## src/rtl/pipe_stage_buf.sv

```systemverilog
// Valid/ready pipeline stage register with a 2-entry skid buffer, synchronous flush and NOP bubbles.
// Optional stall/bubble counters are built when PIPE_STAGE_BUF_STATS_EN is defined.
module pipe_stage_buf #(
   parameter int DATA_W   = 32,
   parameter int NUM_DATA = 2,
   parameter int CTRL_W   = 64
) (
   input  logic                       clk,
   input  logic                       rst,
   input  logic                       in_valid,
   output logic                       in_ready,
   input  logic [CTRL_W-1:0]          in_ctrl,
   input  logic [NUM_DATA*DATA_W-1:0] in_data,
   input  logic                       flush,
   output logic                       out_valid,
   input  logic                       out_ready,
   output logic [CTRL_W-1:0]          out_ctrl,
   output logic [NUM_DATA*DATA_W-1:0] out_data,
   output logic [1:0]                 occupancy,
   output logic [31:0]                stall_cnt,
   output logic [31:0]                bubble_cnt
);

   localparam int DW = NUM_DATA * DATA_W;

   typedef enum logic [1:0] {
      ST_EMPTY = 2'd0,
      ST_ONE   = 2'd1,
      ST_TWO   = 2'd2
   } state_t;

   state_t            state_q, state_d;
   logic              in_ready_q, in_ready_d;
   logic              out_valid_q, out_valid_d;
   logic [1:0]        occupancy_q, occupancy_d;
   logic [CTRL_W-1:0] out_ctrl_q, out_ctrl_d;
   logic [DW-1:0]     out_data_q, out_data_d;
   logic [CTRL_W-1:0] skid_ctrl_q, skid_ctrl_d;
   logic [DW-1:0]     skid_data_q, skid_data_d;
   logic              accept_s, emit_s;
   logic              main_from_in_s, main_from_skid_s, skid_load_s;

   assign accept_s = in_valid & in_ready_q;
   assign emit_s   = out_valid_q & out_ready;

   always_comb begin
      state_d          = state_q;
      main_from_in_s   = 1'b0;
      main_from_skid_s = 1'b0;
      skid_load_s      = 1'b0;
      if (flush) begin
         state_d = ST_EMPTY;
      end else begin
         case (state_q)
            ST_EMPTY: begin
               if (accept_s) begin
                  state_d        = ST_ONE;
                  main_from_in_s = 1'b1;
               end else begin
                  state_d = ST_EMPTY;
               end
            end
            ST_ONE: begin
               if (accept_s && emit_s) begin
                  main_from_in_s = 1'b1;
               end else if (accept_s) begin
                  state_d     = ST_TWO;
                  skid_load_s = 1'b1;
               end else if (emit_s) begin
                  state_d = ST_EMPTY;
               end else begin
                  state_d = ST_ONE;
               end
            end
            ST_TWO: begin
               if (emit_s) begin
                  state_d          = ST_ONE;
                  main_from_skid_s = 1'b1;
               end else begin
                  state_d = ST_TWO;
               end
            end
            default: state_d = ST_EMPTY;
         endcase
      end
   end

   // Data registers only load on a write; the ctrl word is zeroed whenever the stage goes empty.
   always_comb begin
      skid_ctrl_d = skid_ctrl_q;
      skid_data_d = skid_data_q;
      out_data_d  = out_data_q;
      out_ctrl_d  = out_ctrl_q;
      if (skid_load_s) begin
         skid_ctrl_d = in_ctrl;
         skid_data_d = in_data;
      end else begin
         skid_ctrl_d = skid_ctrl_q;
         skid_data_d = skid_data_q;
      end
      if (main_from_in_s) begin
         out_ctrl_d = in_ctrl;
         out_data_d = in_data;
      end else if (main_from_skid_s) begin
         out_ctrl_d = skid_ctrl_q;
         out_data_d = skid_data_q;
      end else begin
         out_ctrl_d = out_ctrl_q;
         out_data_d = out_data_q;
      end
      if (state_d == ST_EMPTY) begin
         out_ctrl_d = {CTRL_W{1'b0}};
      end else begin
         out_ctrl_d = out_ctrl_d;
      end
      in_ready_d  = (state_d != ST_TWO);
      out_valid_d = (state_d != ST_EMPTY);
      occupancy_d = state_d;
   end

   always_ff @(posedge clk) begin
      if (rst) begin
         state_q     <= ST_EMPTY;
         in_ready_q  <= 1'b1;
         out_valid_q <= 1'b0;
         occupancy_q <= 2'd0;
         out_ctrl_q  <= {CTRL_W{1'b0}};
         out_data_q  <= {DW{1'b0}};
         skid_ctrl_q <= {CTRL_W{1'b0}};
         skid_data_q <= {DW{1'b0}};
      end else begin
         state_q     <= state_d;
         in_ready_q  <= in_ready_d;
         out_valid_q <= out_valid_d;
         occupancy_q <= occupancy_d;
         out_ctrl_q  <= out_ctrl_d;
         out_data_q  <= out_data_d;
         skid_ctrl_q <= skid_ctrl_d;
         skid_data_q <= skid_data_d;
      end
   end

   assign in_ready  = in_ready_q;
   assign out_valid = out_valid_q;
   assign out_ctrl  = out_ctrl_q;
   assign out_data  = out_data_q;
   assign occupancy = occupancy_q;

`ifdef PIPE_STAGE_BUF_STATS_EN
   logic [31:0] stall_cnt_q, stall_cnt_d;
   logic [31:0] bubble_cnt_q, bubble_cnt_d;

   // Saturating counters; only rst clears them, flush leaves them alone.
   always_comb begin
      if (out_valid_q && !out_ready && (stall_cnt_q != 32'hFFFF_FFFF)) begin
         stall_cnt_d = stall_cnt_q + 32'd1;
      end else begin
         stall_cnt_d = stall_cnt_q;
      end
      if (!out_valid_q && out_ready && (bubble_cnt_q != 32'hFFFF_FFFF)) begin
         bubble_cnt_d = bubble_cnt_q + 32'd1;
      end else begin
         bubble_cnt_d = bubble_cnt_q;
      end
   end

   always_ff @(posedge clk) begin
      if (rst) begin
         stall_cnt_q  <= 32'd0;
         bubble_cnt_q <= 32'd0;
      end else begin
         stall_cnt_q  <= stall_cnt_d;
         bubble_cnt_q <= bubble_cnt_d;
      end
   end

   assign stall_cnt  = stall_cnt_q;
   assign bubble_cnt = bubble_cnt_q;
`else
   assign stall_cnt  = 32'd0;
   assign bubble_cnt = 32'd0;
`endif

endmodule

```

## config.mk

```make
export PLATFORM = sky130hd
export DESIGN_NAME = pipe_stage_buf
export DESIGN_NICKNAME = d
export VERILOG_FILES = /design/src/rtl/pipe_stage_buf.sv
export SDC_FILE = /design/constraint.sdc
export NUM_CORES = 1
export LEC_CHECK = 0
export BUFFER_PORTS_ARGS = -buffer_cell sky130_fd_sc_hd__buf_4
export CAP_MARGIN = 30
export CORE_MARGIN = 1
export CORE_UTILIZATION = 47
export CTS_CLUSTER_SIZE = 12
export DETAILED_ROUTE_END_ITERATION = 8
export MAX_ROUTING_LAYER = met4
export PLACE_DENSITY = 0.76
export REMOVE_ABC_BUFFERS = 1
export SYNTH_ARGS = -nofsm -noshare
export SYNTH_HDL_FRONTEND = slang
export SYNTH_SLANG_ARGS = --single-unit
```

## constraint.sdc

```tcl
create_clock -name clk -period 1.6 [get_ports clk]
set_input_delay 0.24 -clock clk [delete_from_list [all_inputs] [get_ports clk]]
set_output_delay 0.24 -clock clk [all_outputs]
set_load 0.02 [all_outputs]
```

; ---- Word level (Yosys, flattened, before mapping)
; Cells that the tools add are included.
[word_totals]
register_bits = 260
in_bits = 133
output_inout_bits = 196
word_cells = 39
[op_classes]
eq_ne = 3
n_mux = 21
n_bitwise = 2
n_reduce_logical = 6
[ops]
columns = operator, count
row1 = 2-to-1 mux 64 bit, 4
row2 = 2-to-1 mux 1 bit, 11
row3 = 2-to-1 mux 2 bit, 4
row4 = case mux 2 bit (3 select lines), 1
row5 = zero test 2 bit, 2
row6 = nonzero test 2 bit, 2
row7 = AND 1 bit, 2
row8 = "== test 2 x 1 -> 1 bit, second input constant", 1
row9 = "== test 2 bit, second input constant", 1
row10 = "inequality test 2 bit, second input constant", 1
row11 = case mux 1 bit (2 select lines), 1
row12 = OR reduction 2 bit, 1
row13 = logical AND 1 bit, 1

; ---- Longest topological paths before layout
[logic_depth]
depth_word = 8
depth_mapped = 7
mapped_depth_nobuf = 3

; ---- Worst setup path before layout
; OpenSTA, ideal clock, no wires.
[synth_path]
kind = register -> register
startpoint = register, netlist name occupancy[0]
endpoint = register out_ctrl_q[0], in the netlist out_ctrl[0]
setup_time_ns = 0.142
arrival_ns = 1.550
required_ns = 1.458
path_slack_ns = -0.092
path_stages_with_launch = 7
n_path_buf = 3
synth_period_minus_slack_ns = 1.692
path_cell_list = dfxtp_1 > a21bo_1 > buf_2 > nand2_1 > buf_2 > clkbuf_1 > a311oi_1
[synth_lines]
columns = item, line_no
row1 = end signal: assignment, 127  ; out_ctrl_q <= {CTRL_W{1'b0}};
row2 = end signal: assignment, 136  ; out_ctrl_q <= out_ctrl_d;
row3 = end: declaration, 36  ; logic [CTRL_W-1:0] out_ctrl_q, out_ctrl_d;

==> impl_summary.txt <==
----------------------------------------------------
[Status]
  Status ... complete, no violations

[Finish]
  Post-layout nets ... 1880
  Total area of sequential cells ... 0.00521 mm2
  Share of final-layout standard cells stronger than drive strength 1 ... 23.7%
  Diodes inserted ... 0
  Footprint of the multi-input gates ... 0.00557 mm2
  P&R area growth vs syn ... 42.4%
  Fill cells ... 1875
  Non-filler cells in the finished layout ... 2091

[Floorplan]
  Chip Width ... 160 um
  Placeable core area ... 0.0244 mm2
  Top Ports ... 329
  Number of cell rows ... 57
  Initial core utilization ... 47.9%
  Die area ... 0.0255 mm2
  Die boundary height ... 160 um

[Setup path]
  Register-to-register setup slack ... 0.04 ns
  Endpoint of the lowest-slack register-to-register path ... out_data[61]
  Critical path launch point ... occupancy[1]
  Critical path buffers and inverters ... 3
  Top cell family by delay on the critical path ... buffers and inverters
  Most frequent cell on the critical path ... sky130_fd_sc_hd__buf_4
  Reg-to-reg startpoint ... occupancy[1]
  Critical path launch point type ... register
  Largest stage delay, worst path ... 0.37 ns
  Depth of the worst register-to-register path ... 6
  Category of the most critical setup path ... register to register
  Maximum fanout along the worst path ... 22
  Required time reported for the critical path endpoint ... 2.03 ns
  Worst path slowest cell ... sky130_fd_sc_hd__dfxtp_4
  Data arrival, critical path ... 1.99 ns
  Worst setup EP type ... register
  Critical path, cell by cell ... buf_4 > nand4b_1 > buf_4 > buf_8 > o21ai_1 > a311oi_1

[Power and ir drop]
  Areal power density over the cells ... 961 mW/mm2
  Internal power component ... 11900 uW
  Share of total power in sequential cells ... 42.5%
  Leakage ... 0.00602 uW
  Switching power as a share of total power ... 25.9%
  Part of the power in combinational logic ... 15.6%
  Switching power of the nets ... 4140 uW
  Worst VDD drop ... 0.000639 V
  Fraction of power consumed by the clock network ... 42.0%

[Timing]
  Final critical-path required period ... 1.56 ns
  Unrepaired setup endpoints after global routing ... true
  Achievable clock frequency ... 641 MHz
  Slack of the critical path ... 0.0397 ns
  Final number of setup-violating endpoints ... 0
  Number of pins with negative max-slew slack in the final report ... 0
  Setup Skew ... 0.00936 ns
  Number of endpoints with negative hold slack in the final report ... 0
  Share of the clock period used by the worst path after layout ... 97.5%

[Route]
  Routed wire length per instance ... 19.3 um
  Post-detailed-routing wire length ... 40400 um
  DRT Pass-1 Iters ... 5
  Number of vias per cell ... 6.13
  Vias after detailed routing ... 12800
  DRT iter0 DRCs ... 1472
  Routed Antenna Nets ... 0
  Total DRC errors in the routed layout ... 0

[Synthesis]
  Flop and latch count out of synthesis ... 260
  Post-synthesis cell count ... 1431
  Seq/Total Area, Yosys ... 44.5%
  Yosys warns ... 0
  Distinct cell type count after synthesis ... 31
  Synth Cell Area ... 0.0117 mm2
  Post-Synthesis Mean Instance Area ... 8.17 um2

[Place]
  Pre-CTS WS ... -0.0131 ns
  Count of buffers from port buffering ... 264
  Routability Congestion ... 0.811
  Count of placed standard cells including taps ... 1902
  Post-detailed-placement half-perimeter wirelength ... 22400 um

[GRT]
  Leftover overflow at the end of global routing ... 0
  Global router's overall resource usage ... 30.1%
  Antenna violations before repair ... 0
  First-pass GRT wire length ... 62400 um
  Maximum number of pins on one net before global-route repair ... 113
  Via count of the first global-routing pass ... 12100

[Clock tree]
  H-tree Lvls ... 1
  Clk pin slew, worst setup/hold paths ... 0.06 ns
  CTS tree ... built
  Cts bufs inserted ... 28
  Max clock buf depth ... 3
  TritonCTS Sinks ... 260
  Clock latency of the later-clocked register in the worst-skew pair ... 0.53 ns
  Root Buffer ... sky130_fd_sc_hd__clkbuf_16

[Job]
  MaxCap Viol Count ... 0

[Hold path]
  Number of instances on the worst hold path ... 3
  Hold Crit Start ... in_ctrl[10]
  Hold worst-path end ... skid_ctrl_q[10]
  Min-delay worst type ... input pin to register

----------------------------------------------------
==> per-stage QoR <==
step	setup TNS, ns	utilization [%]	power (uW)	hold slack, ns	instance area (um2)
global placement	0	57.6	8980	0.460	14000
global route	-0.115	68.3	16500	0.00235	16600
detailed placement	-0.0142	57.6	9010	0.466	14000
CTS	0	66.9	15900	0.000100	16300
finish	0	68.3	16000	0.0117	16600
floorplan	-1244.92	-	7850	0.309	10600
==> sequential cells by signal, indices dropped and copies added, names as in the netlist <==
name	cells
out_data	64
out_valid	1
out_ctrl	64
skid_data_q	64
skid_ctrl_q	64
occupancy	2
in_ready	1
==> how the worst max path moves through the flow <==
stage,endpoint,cells after the start
final,out_data[61],6
after global routing,out_data[61],6
after CTS,occupancy[1],3
after detailed placement,out_ctrl[0],5
after global placement,out_ctrl[19],6
after floorplan,skid_ctrl_q[0],3
==> Yosys cell counts (all sizes together) <==
master / count / area share [%]
nand3b: 1 / 0.064
buf: 143 / 7.7
a211o: 1 / 0.075
and4b: 1 / 0.086
nand4: 1 / 0.054
clkbuf: 108 / 3.5
a21oi: 129 / 5.5
nand4bb: 1 / 0.096
a21boi: 1 / 0.096
a21bo: 1 / 0.086
nand4b: 1 / 0.075
a311oi: 111 / 8.3
a2bb2oi: 1 / 0.075
nor3: 128 / 5.5
a21o: 2 / 0.13
conb: 1 / 0.032
mux2: 1 / 0.096
a32oi: 17 / 1.3
nand3: 240 / 10
or4: 1 / 0.064
nor4: 1 / 0.054
and2: 1 / 0.054
a211oi: 18 / 1.2
nand2: 1 / 0.032
o21ai: 256 / 11
dfxtp: 260 / 45
inv: 3 / 0.096
and4bb: 1 / 0.11
==> placed cells by master (no fill, tap or decap), types with 3 or more instances in the layout <==
cell type and count:
sky130_fd_sc_hd__a311oi_2 16, sky130_fd_sc_hd__conb_1 64, sky130_fd_sc_hd__dlygate4sd3_1 128, sky130_fd_sc_hd__a21oi_1 129, sky130_fd_sc_hd__buf_6 11, sky130_fd_sc_hd__a311oi_1 95, sky130_fd_sc_hd__nand3_1 240, sky130_fd_sc_hd__nor3_1 127
sky130_fd_sc_hd__buf_4 293, sky130_fd_sc_hd__o21ai_0 243, sky130_fd_sc_hd__dfxtp_2 3, sky130_fd_sc_hd__buf_12 34, sky130_fd_sc_hd__a32oi_1 17, sky130_fd_sc_hd__clkbuf_8 11, sky130_fd_sc_hd__dfxtp_1 256, sky130_fd_sc_hd__a211oi_1 18
sky130_fd_sc_hd__clkbuf_16 34, sky130_fd_sc_hd__o21ai_1 13, sky130_fd_sc_hd__clkbuf_1 7
==> worst reg2reg max path, cell delays in order, from the launching register on <==
cell and delay [ns]:
sky130_fd_sc_hd__dfxtp_4 0.37, sky130_fd_sc_hd__buf_4 0.14, sky130_fd_sc_hd__nand4b_1 0.15, sky130_fd_sc_hd__buf_4 0.20, sky130_fd_sc_hd__buf_8 0.20, sky130_fd_sc_hd__o21ai_1 0.11
sky130_fd_sc_hd__a311oi_1 0.30
==> area by class of cell <==
class	count	share of cell area, %
sequential	260	31.3
multi-input combinational	980	33.4
tap	324	2.43
clock inverter	3	0.391
timing repair buffer	474	26.9
inverter	3	0.0827
clock buffer	47	5.43
==> power by group through the flow <==
stage	combinational (uW)	clock, uW	sequential, uW
4_1_cts	2350	6770	6780
3_3_place_gp	2060	0	6920
2_1_floorplan	756	0	7090
5_1_grt	2630	7080	6800
6_report	2490	6720	6790
3_5_place_dp	2090	0	6920
==> cells by family after synthesis <==
family / count (synthesis) / synth area share (%)
AND/OR/NAND/NOR: 378 / 16.4
AO/OA/AOI/OAI: 537 / 27.7
buffers and inverters: 254 / 11.3
other: 1 / 0.0321
multiplexers: 1 / 0.0963
flip-flops: 260 / 44.5
==> routing by layer <==
metal / vias to the layer above / track usage (%) / share of wire, %
li1: 5870 / - / -
met1: 6117 / 38.0 / 39
met2: 745 / 49.2 / 49
met3: 88 / 4.81 / 9.2
met4: 0 / 9.70 / 2.6
met5: - / - / 0
==> repair_timing <==
action	4_1_cts	5_1_grt
buffers inserted	0	6
setup endpoints to repair	4	131
resized for setup	2	48
hold buffers	128	0
endpoints found under the hold margin	130	0
pin swaps	0	7
gates cloned	0	5
(Power assumes the default switching activity.)
